File: src/rtl/uart_cmd_pkg.sv
// Shared constants and FSM encoding for the UART command register bank.
// Contents: framing byte constants (start, write/read opcodes, ACK/NAK) and
// the command FSM state type.
package uart_cmd_pkg;

   localparam logic [7:0] StartU = 8'h53;
   localparam logic [7:0] StartL = 8'h73;
   localparam logic [7:0] OpWU   = 8'h57;
   localparam logic [7:0] OpWL   = 8'h77;
   localparam logic [7:0] OpRU   = 8'h52;
   localparam logic [7:0] OpRL   = 8'h72;
   localparam logic [7:0] Ack    = 8'h80;
   localparam logic [7:0] Nak    = 8'h81;

   typedef enum logic [2:0] {
      StIdle,
      StCmd,
      StAddr,
      StData,
      StTx
   } state_e;

endpackage

File: src/rtl/uart_cmd_regbank_if.sv
// Byte-level link between a UART and the command register bank.
// Signals:
//   rx_data/rx_valid/rx_err : received byte, 1-cycle valid strobe, framing error
//   tx_idle                 : transmitter can accept a byte
//   tx_data/tx_start        : byte to send, 1-cycle start strobe
// Modports: master = UART side, slave = command decoder side.
interface uart_cmd_regbank_if;

   logic [7:0] rx_data;
   logic       rx_valid;
   logic       rx_err;
   logic       tx_idle;
   logic [7:0] tx_data;
   logic       tx_start;

   modport master (
      output rx_data, rx_valid, rx_err, tx_idle,
      input  tx_data, tx_start
   );

   modport slave (
      input  rx_data, rx_valid, rx_err, tx_idle,
      output tx_data, tx_start
   );

endinterface

File: src/rtl/uart_tx_seq.sv
// Response byte sequencer: holds up to QueueW/8 queued bytes and hands them to the
// UART one at a time, first byte in the top bits of the load vector.
// Ports:
//   clk_i, rst_ni          : clock, asynchronous active-low reset
//   load_i                 : load a new response (only issued while done_o=1)
//   load_data_i            : response bytes, first byte in the most significant position
//   load_cnt_i             : number of bytes to send
//   tx_idle_i              : UART transmitter ready
//   tx_data_o, tx_start_o  : byte to send and its 1-cycle start strobe
//   done_o                 : queue empty
module uart_tx_seq #(
   parameter int unsigned QueueW = 40,
   parameter int unsigned CntW   = 5
) (
   input  logic              clk_i,
   input  logic              rst_ni,
   input  logic              load_i,
   input  logic [QueueW-1:0] load_data_i,
   input  logic [CntW-1:0]   load_cnt_i,
   input  logic              tx_idle_i,
   output logic [7:0]        tx_data_o,
   output logic              tx_start_o,
   output logic              done_o
);

   logic [QueueW-1:0] queue_q, queue_d;
   logic [CntW-1:0]   cnt_q, cnt_d;
   logic [7:0]        tx_data_q, tx_data_d;
   logic              tx_start_q, tx_start_d;

   always_comb begin
      queue_d    = queue_q;
      cnt_d      = cnt_q;
      tx_data_d  = tx_data_q;
      tx_start_d = 1'b0;
      if (load_i) begin
         queue_d = load_data_i;
         cnt_d   = load_cnt_i;
      end else if ((cnt_q != '0) && tx_idle_i && !tx_start_q) begin
         // Back-to-back starts are blocked so the UART gets a cycle to drop tx_idle.
         tx_start_d = 1'b1;
         tx_data_d  = queue_q[QueueW-1 -: 8];
         queue_d    = queue_q << 8;
         cnt_d      = cnt_q - 1'b1;
      end
   end

   always_ff @(posedge clk_i or negedge rst_ni) begin
      if (!rst_ni) begin
         queue_q    <= '0;
         cnt_q      <= '0;
         tx_data_q  <= '0;
         tx_start_q <= 1'b0;
      end else begin
         queue_q    <= queue_d;
         cnt_q      <= cnt_d;
         tx_data_q  <= tx_data_d;
         tx_start_q <= tx_start_d;
      end
   end

   assign tx_data_o  = tx_data_q;
   assign tx_start_o = tx_start_q;
   assign done_o     = (cnt_q == '0);

endmodule

File: src/rtl/uart_cmd_regbank.sv
// Byte-level command decoder: parses 'S' + op + addr [+ data] frames from the UART
// into a bank of NumRegs registers of DataW bits and answers with ACK/NAK (+ read data).
// Ports:
//   clk_i, rst_ni : clock, asynchronous active-low reset
//   uart_if       : UART byte interface (slave side)
//   reg_q_o       : flattened register bank, reg i at [i*DataW +: DataW]
//   wr_strobe_o   : 1-cycle pulse on the register just written
//   led_o         : register 0 bits [7:0]
//   timeout_o     : 1-cycle pulse when a command is aborted (idle timeout or rx_err)
//   busy_o        : FSM not idle
module uart_cmd_regbank
   import uart_cmd_pkg::*;
#(
   parameter int unsigned DataW      = 32,
   parameter int unsigned NumRegs    = 4,
   parameter int unsigned TimeoutCyc = 12000
) (
   input  logic                     clk_i,
   input  logic                     rst_ni,
   uart_cmd_regbank_if.slave        uart_if,
   output logic [NumRegs*DataW-1:0] reg_q_o,
   output logic [NumRegs-1:0]       wr_strobe_o,
   output logic [7:0]               led_o,
   output logic                     timeout_o,
   output logic                     busy_o
);

   localparam int unsigned Bytes  = DataW / 8;
   localparam int unsigned AddrW  = (NumRegs > 1) ? $clog2(NumRegs) : 1;
   localparam int unsigned QueueW = (Bytes + 1) * 8;
   localparam int unsigned ToW    = $clog2(TimeoutCyc + 1);

   state_e                        state_q, state_d;
   logic [NumRegs-1:0][DataW-1:0] regs_q, regs_d;
   logic [DataW-1:0]              asm_q, asm_d;
   logic [AddrW-1:0]              addr_q, addr_d;
   logic [4:0]                    byte_cnt_q, byte_cnt_d;
   logic [ToW-1:0]                to_cnt_q, to_cnt_d;
   logic                          is_write_q, is_write_d;
   logic [NumRegs-1:0]            wr_strobe_q, wr_strobe_d;
   logic                          timeout_q, timeout_d;

   logic              load;
   logic [QueueW-1:0] load_data;
   logic [4:0]        load_cnt;
   logic              tx_done;
   logic [DataW+7:0]  asm_shift;
   logic              addr_ok;
   logic              active;

   // Full 8-bit compare: out-of-range addresses never alias onto a valid register.
   assign addr_ok = (32'(uart_if.rx_data) < NumRegs);
   assign active  = (state_q == StCmd) || (state_q == StAddr) || (state_q == StData);

   always_comb begin
      state_d     = state_q;
      regs_d      = regs_q;
      asm_d       = asm_q;
      addr_d      = addr_q;
      byte_cnt_d  = byte_cnt_q;
      to_cnt_d    = '0;
      is_write_d  = is_write_q;
      wr_strobe_d = '0;
      timeout_d   = 1'b0;
      load        = 1'b0;
      load_data   = '0;
      load_cnt    = '0;
      asm_shift   = {asm_q, uart_if.rx_data};

      if ((state_q != StTx) && uart_if.rx_err) begin
         state_d   = StIdle;
         timeout_d = 1'b1;
      end else begin
         unique case (state_q)
            StIdle: begin
               if (uart_if.rx_valid &&
                   (uart_if.rx_data == StartU || uart_if.rx_data == StartL)) begin
                  state_d = StCmd;
               end
            end
            StCmd: begin
               if (uart_if.rx_valid) begin
                  if (uart_if.rx_data == OpWU || uart_if.rx_data == OpWL) begin
                     is_write_d = 1'b1;
                     state_d    = StAddr;
                  end else if (uart_if.rx_data == OpRU || uart_if.rx_data == OpRL) begin
                     is_write_d = 1'b0;
                     state_d    = StAddr;
                  end else begin
                     load      = 1'b1;
                     load_data = {Nak, {DataW{1'b0}}};
                     load_cnt  = 5'd1;
                     state_d   = StTx;
                  end
               end
            end
            StAddr: begin
               if (uart_if.rx_valid) begin
                  if (!addr_ok) begin
                     load      = 1'b1;
                     load_data = {Nak, {DataW{1'b0}}};
                     load_cnt  = 5'd1;
                     state_d   = StTx;
                  end else if (is_write_q) begin
                     addr_d     = uart_if.rx_data[AddrW-1:0];
                     byte_cnt_d = '0;
                     state_d    = StData;
                  end else begin
                     load      = 1'b1;
                     load_data = {Ack, regs_q[uart_if.rx_data[AddrW-1:0]]};
                     load_cnt  = 5'(Bytes + 1);
                     state_d   = StTx;
                  end
               end
            end
            StData: begin
               if (uart_if.rx_valid) begin
                  asm_d = asm_shift[DataW-1:0];
                  if (byte_cnt_q == 5'(Bytes - 1)) begin
                     regs_d[addr_q]      = asm_shift[DataW-1:0];
                     wr_strobe_d[addr_q] = 1'b1;
                     load                = 1'b1;
                     load_data           = {Ack, {DataW{1'b0}}};
                     load_cnt            = 5'd1;
                     state_d             = StTx;
                  end else begin
                     byte_cnt_d = byte_cnt_q + 1'b1;
                  end
               end
            end
            StTx: begin
               if (tx_done) begin
                  state_d = StIdle;
               end
            end
            default: state_d = StIdle;
         endcase

         // Idle-gap watchdog; a byte in the expiry cycle wins because this only runs without one.
         if (active && !uart_if.rx_valid) begin
            if (to_cnt_q == ToW'(TimeoutCyc - 1)) begin
               state_d   = StIdle;
               timeout_d = 1'b1;
            end else begin
               to_cnt_d = to_cnt_q + 1'b1;
            end
         end
      end
   end

   always_ff @(posedge clk_i or negedge rst_ni) begin
      if (!rst_ni) begin
         state_q     <= StIdle;
         regs_q      <= '0;
         asm_q       <= '0;
         addr_q      <= '0;
         byte_cnt_q  <= '0;
         to_cnt_q    <= '0;
         is_write_q  <= 1'b0;
         wr_strobe_q <= '0;
         timeout_q   <= 1'b0;
      end else begin
         state_q     <= state_d;
         regs_q      <= regs_d;
         asm_q       <= asm_d;
         addr_q      <= addr_d;
         byte_cnt_q  <= byte_cnt_d;
         to_cnt_q    <= to_cnt_d;
         is_write_q  <= is_write_d;
         wr_strobe_q <= wr_strobe_d;
         timeout_q   <= timeout_d;
      end
   end

   uart_tx_seq #(
      .QueueW (QueueW),
      .CntW   (5)
   ) u_tx_seq (
      .clk_i       (clk_i),
      .rst_ni      (rst_ni),
      .load_i      (load),
      .load_data_i (load_data),
      .load_cnt_i  (load_cnt),
      .tx_idle_i   (uart_if.tx_idle),
      .tx_data_o   (uart_if.tx_data),
      .tx_start_o  (uart_if.tx_start),
      .done_o      (tx_done)
   );

   assign reg_q_o     = regs_q;
   assign wr_strobe_o = wr_strobe_q;
   assign led_o       = regs_q[0][7:0];
   assign timeout_o   = timeout_q;
   assign busy_o      = (state_q != StIdle);

endmodule

File: src/flat_wrapper.sv
// flat-port wrapper written by rule: the top's interface ports become plain ports
module uart_cmd_regbank_flat import uart_cmd_pkg::*;
#(
   parameter int unsigned DataW      = 32,
   parameter int unsigned NumRegs    = 4,
   parameter int unsigned TimeoutCyc = 12000
)
  (clk_i, rst_ni, reg_q_o, wr_strobe_o, led_o, timeout_o, busy_o, uart_if_rx_data, uart_if_rx_valid, uart_if_rx_err, uart_if_tx_idle, uart_if_tx_data, uart_if_tx_start);
  uart_cmd_regbank_if uart_if_i ();
  input  logic clk_i;
  input  logic rst_ni;
  output logic [NumRegs*DataW-1:0] reg_q_o;
  output logic [NumRegs-1:0] wr_strobe_o;
  output logic [7:0] led_o;
  output logic timeout_o;
  output logic busy_o;
  input wire logic [$bits(uart_if_i.rx_data)-1:0] uart_if_rx_data;
  input wire logic [$bits(uart_if_i.rx_valid)-1:0] uart_if_rx_valid;
  input wire logic [$bits(uart_if_i.rx_err)-1:0] uart_if_rx_err;
  input wire logic [$bits(uart_if_i.tx_idle)-1:0] uart_if_tx_idle;
  output wire logic [$bits(uart_if_i.tx_data)-1:0] uart_if_tx_data;
  output wire logic [$bits(uart_if_i.tx_start)-1:0] uart_if_tx_start;
  assign uart_if_i.rx_data = uart_if_rx_data;
  assign uart_if_i.rx_valid = uart_if_rx_valid;
  assign uart_if_i.rx_err = uart_if_rx_err;
  assign uart_if_i.tx_idle = uart_if_tx_idle;
  assign uart_if_tx_data = uart_if_i.tx_data;
  assign uart_if_tx_start = uart_if_i.tx_start;
  uart_cmd_regbank #(.DataW(DataW), .NumRegs(NumRegs), .TimeoutCyc(TimeoutCyc)) u_core (.clk_i(clk_i), .rst_ni(rst_ni), .uart_if(uart_if_i), .reg_q_o(reg_q_o), .wr_strobe_o(wr_strobe_o), .led_o(led_o), .timeout_o(timeout_o), .busy_o(busy_o));
endmodule
File: config.mk
export PLATFORM = sky130hd
export DESIGN_NAME = uart_cmd_regbank_flat
export DESIGN_NICKNAME = d
export VERILOG_FILES = /design/src/rtl/uart_cmd_pkg.sv /design/src/rtl/uart_cmd_regbank_if.sv /design/src/rtl/uart_tx_seq.sv /design/src/rtl/uart_cmd_regbank.sv /design/src/flat_wrapper.sv
export SDC_FILE = /design/constraint.sdc
export NUM_CORES = 1
export LEC_CHECK = 0
export ABC_AREA = 1
export BUFFER_PORTS_ARGS = -buffer_cell sky130_fd_sc_hd__buf_2
export CORE_ASPECT_RATIO = 1.2
export CORE_MARGIN = 5
export CORE_UTILIZATION = 60
export CTS_CLUSTER_DIAMETER = 100
export CTS_CLUSTER_SIZE = 20
export DETAILED_ROUTE_END_ITERATION = 8
export PLACE_DENSITY = 0.84
export SLEW_MARGIN = 20
export SYNTH_ARGS = -nofsm -noshare
export SYNTH_HDL_FRONTEND = slang
export SYNTH_SLANG_ARGS = --single-unit
File: constraint.sdc
create_clock -name clk_i -period 4.1 [get_ports clk_i]
set_input_delay 0.41 -clock clk_i [delete_from_list [all_inputs] [get_ports clk_i]]
set_output_delay 0.41 -clock clk_i [all_outputs]
set_load 0.02 [all_outputs]
# Word-level counts from Yosys, hierarchy flattened
# Cells that the tools add are included.
op_classes:
  addsub: 3
  multipliers: 0
  div: 0
  n_lt_le_gt_ge: 4
  eq_ne: 18
  n_shift: 0
  mux: 75
  bitwise_logic: 2
  n_reduce_logical: 26
op_table:
  columns: ["cell", "count"]
  rows:
  - ["40-bit two-way mux", 11]
  - ["128-bit bitwise mux", 1]
  - ["40-bit case mux with 3 select lines", 1]
  - ["5-bit two-way mux", 13]
  - ["32-bit binary-select mux with 2-bit select", 1]
  - ["32-bit demux with 2-bit select", 1]
  - ["32-bit two-way mux", 2]
  - ["8-bit by 7-bit == test with 1-bit output, second input constant", 6]
  - ["14-bit two-way mux", 3]
  - ["3-bit two-way mux", 14]
  - ["1-bit two-way mux", 19]
  - ["4-bit two-way mux", 4]
  - ["3-bit case mux with 5 select lines", 1]
  - ["5-bit case mux with 3 select lines", 1]
  - ["14-bit by 1-bit adder with 14-bit output, second input constant", 1]
  - ["14-bit == test, second input constant", 1]
  - ["5-bit case mux with 2 select lines", 1]
  - ["8-bit by 3-bit less-than comparator with 1-bit output, second input constant", 1]
  - ["4-bit AND reduction", 2]
  - ["7-bit AND reduction", 1]
  - ["3-bit by 2-bit == test with 1-bit output, second input constant", 2]
  - ["1-bit logical AND", 6]
  - ["2-bit by 3-bit less-than comparator with 1-bit output, second input constant", 2]
  - ["2-bit inequality test, second input constant", 3]
  - ["21 further kinds", 30]
totals:
  reg_bits: 236
  latchBits: 0
  ram_bits: 0
  romBits: 0
  in_bits: 13
  n_memories: 0

# Logic depth before layout (Yosys ltp)
logic_depth:
  depth_word: 9
  mapped_depth: 13

# Modules after synthesis
# A second synthesis with hierarchy kept.
hier_totals:
  hier_cells: 1246
  hier_area_um2: 10765.3
modules_own_cells:
  columns: ["mod", "n_inst", "cells_per_inst", "area_per_inst_um2", "seq_area_each_um2"]
  rows:
  - ["uart_cmd_regbank", 1, 957, 8308.0, 4554.4]
  - ["uart_tx_seq", 1, 289, 2457.4, 1351.3]

# Least setup slack after synthesis
# Ideal clock, no wire load.
synth_timing:
  path_kind: "reg-to-reg"
  start: "register u_core.byte_cnt_q[0]"
  end: "register u_core.u_tx_seq.queue_q[16]"
  arrival_ns: 1.627
  t_required_ns: 3.983
  path_slack_ns: 2.357
  path_stages_with_launch: 14
  n_path_buf: 1
  cell_sequence: "dfrtp_1 ha_1 inv_1 nor2_1 nand2_2 nor2_1 nor2_1 nand2_2 nand3_4 nand2_4 inv_2 buf_4 nand2_1 nand2_1"
synth_via:
  elab_chain_len: 6
synth_rtl:
  columns: ["element", "line", "source"]
  rows:
  - ["start, declared", "uart_cmd_regbank.sv:37", "logic [4:0] byte_cnt_q, byte_cnt_d;"]
  - ["start signal, assigned", "uart_cmd_regbank.sv:167", "byte_cnt_q <= byte_cnt_d;"]
  - ["5-bit by 2-bit == test with 1-bit output *", "uart_cmd_regbank.sv:119", "if (byte_cnt_q == 5'(Bytes - 1)) begin"]
  - ["1-bit two-way mux *", "uart_cmd_regbank.sv:119", null]
  - ["1-bit two-way mux *", "uart_cmd_regbank.sv:117", "if (uart_if.rx_valid) begin"]
  - ["1-bit case mux with 3 select lines *", "uart_cmd_regbank.sv:74", "unique case (state_q)"]
  - ["1-bit two-way mux *", "uart_cmd_regbank.sv:70", "if ((state_q != StTx) && uart_if.rx_err) begin"]
  - ["40-bit two-way mux or 2-bit nonzero test (tied branches)", null, null]
  - ["end signal, assigned", "uart_tx_seq.sv:55", "queue_q <= queue_d;"]
  - ["end, declared", "uart_tx_seq.sv:26", "logic [QueueW-1:0] queue_q, queue_d;"]
# Every way passes the cells marked *; elsewhere a longest branch is shown, timed or not.
# A chain may end at the register's enable or synchronous reset.

# Worst setup path after layout
layout_timing:
  start: "register u_core.state_q[0]"
  end: "register u_core.regs_q, in the netlist u_core.reg_q_o[26]"
layout_via:
  elab_chain_len: 4
layout_rtl:
  columns: ["element", "line", "source"]
  rows:
  - ["start, declared", "uart_cmd_regbank.sv:33", "state_e state_q, state_d;"]
  - ["start signal, assigned", "uart_cmd_regbank.sv:153", "state_q <= StIdle;"]
  - ["start signal, assigned", "uart_cmd_regbank.sv:163", "state_q <= state_d;"]
  - ["3-bit inequality test", "uart_cmd_regbank.sv:70", null]
  - ["1-bit logical AND", "uart_cmd_regbank.sv:70", null]
  - ["1-bit inverter (no source line)", null, null]
  - ["4-bit AND reduction (no source line) *", null, null]
  - ["end signal, assigned", "uart_cmd_regbank.sv:164", "regs_q <= regs_d;"]
  - ["end, declared", "uart_cmd_regbank.sv:34", "logic [NumRegs-1:0][DataW-1:0] regs_q, regs_d;"]
# Marked as above.

==> reports/summary.txt <==
status - complete, no violations
Max Cap Viol - 0
CTS tree - built
Final Critical Period - 2.63 ns
DR WL/cell - 17.8 um
HPWL Detailed - 19.3 mm
share of layout cells above drive strength 1 - 16.8%
Slew headroom - 28.3%
Yosys reg bits - 236
synth-to-layout area growth - 11.6%
Tcrit/Tclk final - 64.1%
Avg Vias per Cell - 5.78
Worst VDD drop - 0.278 mV
register area share after synthesis - 54.8%
final wirelength - 28.8 mm
clk_lat worst skew - 0.49 ns
CP max FO - 64
final slew viol count - 0
Synth Area in Simple Gates - 24.8%
final setup violation count - 0
sequential cell area - 0.00591 mm2
# fillers - 1,349
CP Data Required Time - 4.45 ns
I/O pins - 164
register clock-pin slew on the reported worst setup and hold paths - 0.09 ns
main combinational cell family by area after synthesis - simple AND/OR/NAND/NOR gates
Post-Syn Instances - 1,282
unrepaired setup endpoints after global routing - false
critical path class - reg -> reg
Die Width - 132 um
vias in the first global route - 9,102
Clock Skews - 0.0244 ns
power per cell area - 394 mW/mm2
Worst-Margin Slew - 1.07 ns
Root Driver - clkbuf_16
post-synth top area share - 54.8%
FFs w/ async S/R, synth - 100%
CTS sink cnt - 236
Setup TNS - 0 ns
most common cell in the netlist - nand2_1
Max Fclk - 0.381 GHz
Synth Area in Compound Gates - 12.5%
Hold Slack - 0.248 ns
Starting Density - 61.3%
Post-synth top cells - nand2_1, dfrtp_1, o21ai_1, inv_1, o21ai_0
DRC viols - 0
# H-tree levels - 1
Synth Warn # - 0
Post-synth EDFFs - 0
number of buffers added for setup after CTS - 0
total track usage - 27.5%
area of the core - 0.0176 mm2
clock buffer depth - 3
xor/xnor cell area share of the yosys netlist - 0.488%
syn nets - 1,299
number of CTS-inserted buffers - 15
wire length of the first global-routing pass - 46.7 mm
die span in y - 157 um
post-cts resize count - 0
ys flop type - dfrtp_1
Pre-antenna DRT Iters - 5
CP arrival - 2.98 ns
adder-cell share of the synthesized area - 0.465%
synthesized cell area - 0.0108 mm2
DR iter-0 viols - 940
leading area contributor after synthesis - dfrtp_1
hold-fix buffers at CTS - 1
type of origin of the critical path - register
initial antenna violation count - 0
site row count - 53
Unique masters post-synth - 38
diode count - 0
Routability Congestion - 0.897
pin count of the biggest net entering global routing - 96
Leak - 6.07 nW
via count - 9,373
antenna-violating nets left - 0
area occupied by multi-input gates - 0.00412 mm2
NumNets Final - 1,419
largest cells by area after synthesis - dfrtp_1, nand2_1, o21ai_1
mux contribution to synthesized area - 0%
Synth Area per Inst - 8.40 um2
GRT overflow - 0
Hold/Removal Path Class - in -> reg
final hold violations - 0
Critical Path Sink Type - register
die area - 0.0207 mm2
Port Buffers - 163
path summary, 6_finish.rpt:
path                               startpoint                   end  slack, ns  cells after the start
max                         u_core.state_q[0]    u_core.reg_q_o[26]       1.47                      7
min                        uart_if_rx_data[2]     u_core.is_write_q       0.25                      3
max reg2reg                 u_core.state_q[0]    u_core.reg_q_o[26]       1.47                      7
min reg2reg                u_core.to_cnt_q[0]    u_core.to_cnt_q[0]       0.47                      1
max in group asynchronous              rst_ni   u_core.reg_q_o[113]       2.64                      3
min in group asynchronous              rst_ni  u_core.byte_cnt_q[1]       0.52                      2
sequential cells by signal, indices dropped and copies added (netlist names), 4 cells and up:
| name | count |
|---|---|
| u_core.asm_q | 24 |
| u_core.byte_cnt_q | 5 |
| u_core.led_o | 8 |
| u_core.reg_q_o | 120 |
| u_core.to_cnt_q | 14 |
| u_core.u_tx_seq.cnt_q | 5 |
| u_core.u_tx_seq.queue_q | 40 |
| u_core.u_tx_seq.tx_data_o | 8 |
| u_core.wr_strobe_o | 4 |
final cells by class:
class                   count  share of cell area, %
flip-flops and latches    236                   49.1
multi-input cells         873                   34.3
repair buffers            175                   7.74
inverters                 101                   3.15
clock buffers              15                   3.12
well taps                 220                   2.29
clock inverters             1                  0.250
cells in the final DEF (no fill, tap or decap), types with 4 or more instances in the layout:
cell       count
nand2_1      419
dfrtp_1      236
buf_2        162
o21ai_1      120
inv_1         91
o21ai_0       87
nor2_1        69
nand3_1       44
o211ai_1      20
nand4_1       19
clkbuf_16     15
a21oi_1       13
or2_2         13
nor3_1        11
nand3b_1      11
inv_2         10
buf_4         10
a22oi_1        6
nand2_2        4
nand4_4        4
xor2_1         4
ha_1           4
per-layer routing:
| metal | GRT usage [%] | up-vias | wire, um |
|---|---|---|---|
| met3 | 5.88 | 82 | 2460 |
| met1 | 36.0 | 4496 | 11400 |
| met4 | 9.84 | 0 | 1070 |
| met2 | 45.6 | 431 | 13900 |
| met5 | 0 | - | 0 |
| li1 | - | 4364 | - |
critical path, stage by stage, from the launching register on:
cell,delay [ns]
dfrtp_1,0.47
inv_2,0.10
nand2_2,0.08
o21ai_4,0.24
inv_2,0.12
nor2_8,0.17
nand4_4,0.75
o21ai_1,0.48
power by group:
group	internal, W	total, W	switching (W)
Clock	0.000720	0.00146	0.000743
Combinational	0.000234	0.000677	0.000442
Sequential	0.00250	0.00259	0.0000947
Total	0.00345	0.00473	0.00128
logic make-up after synthesis:
logic type / Yosys count
and+or+nand+nor: 612
AOI/OAI and AO/OA: 251
DFF: 236
buffers and inverters: 173
xor gates and xnor gates: 6
adders and majority gates: 4
metrics by stage:
stage	utilization (%)	cells	setup WS [ns]	instance area, um2	power [W]
6_report	68.4	1621	1.47	12000	0.00473
5_1_grt	68.4	1621	1.27	12000	0.00497
4_1_cts	68.4	1621	1.52	12000	0.00476
3_5_place_dp	66.0	1604	1.23	11600	0.00331
3_3_place_gp	66.0	1604	1.29	11600	0.00329
2_1_floorplan	-	1282	2.36	10800	0.00310
Note: power is estimated with default switching activity, not from simulation.
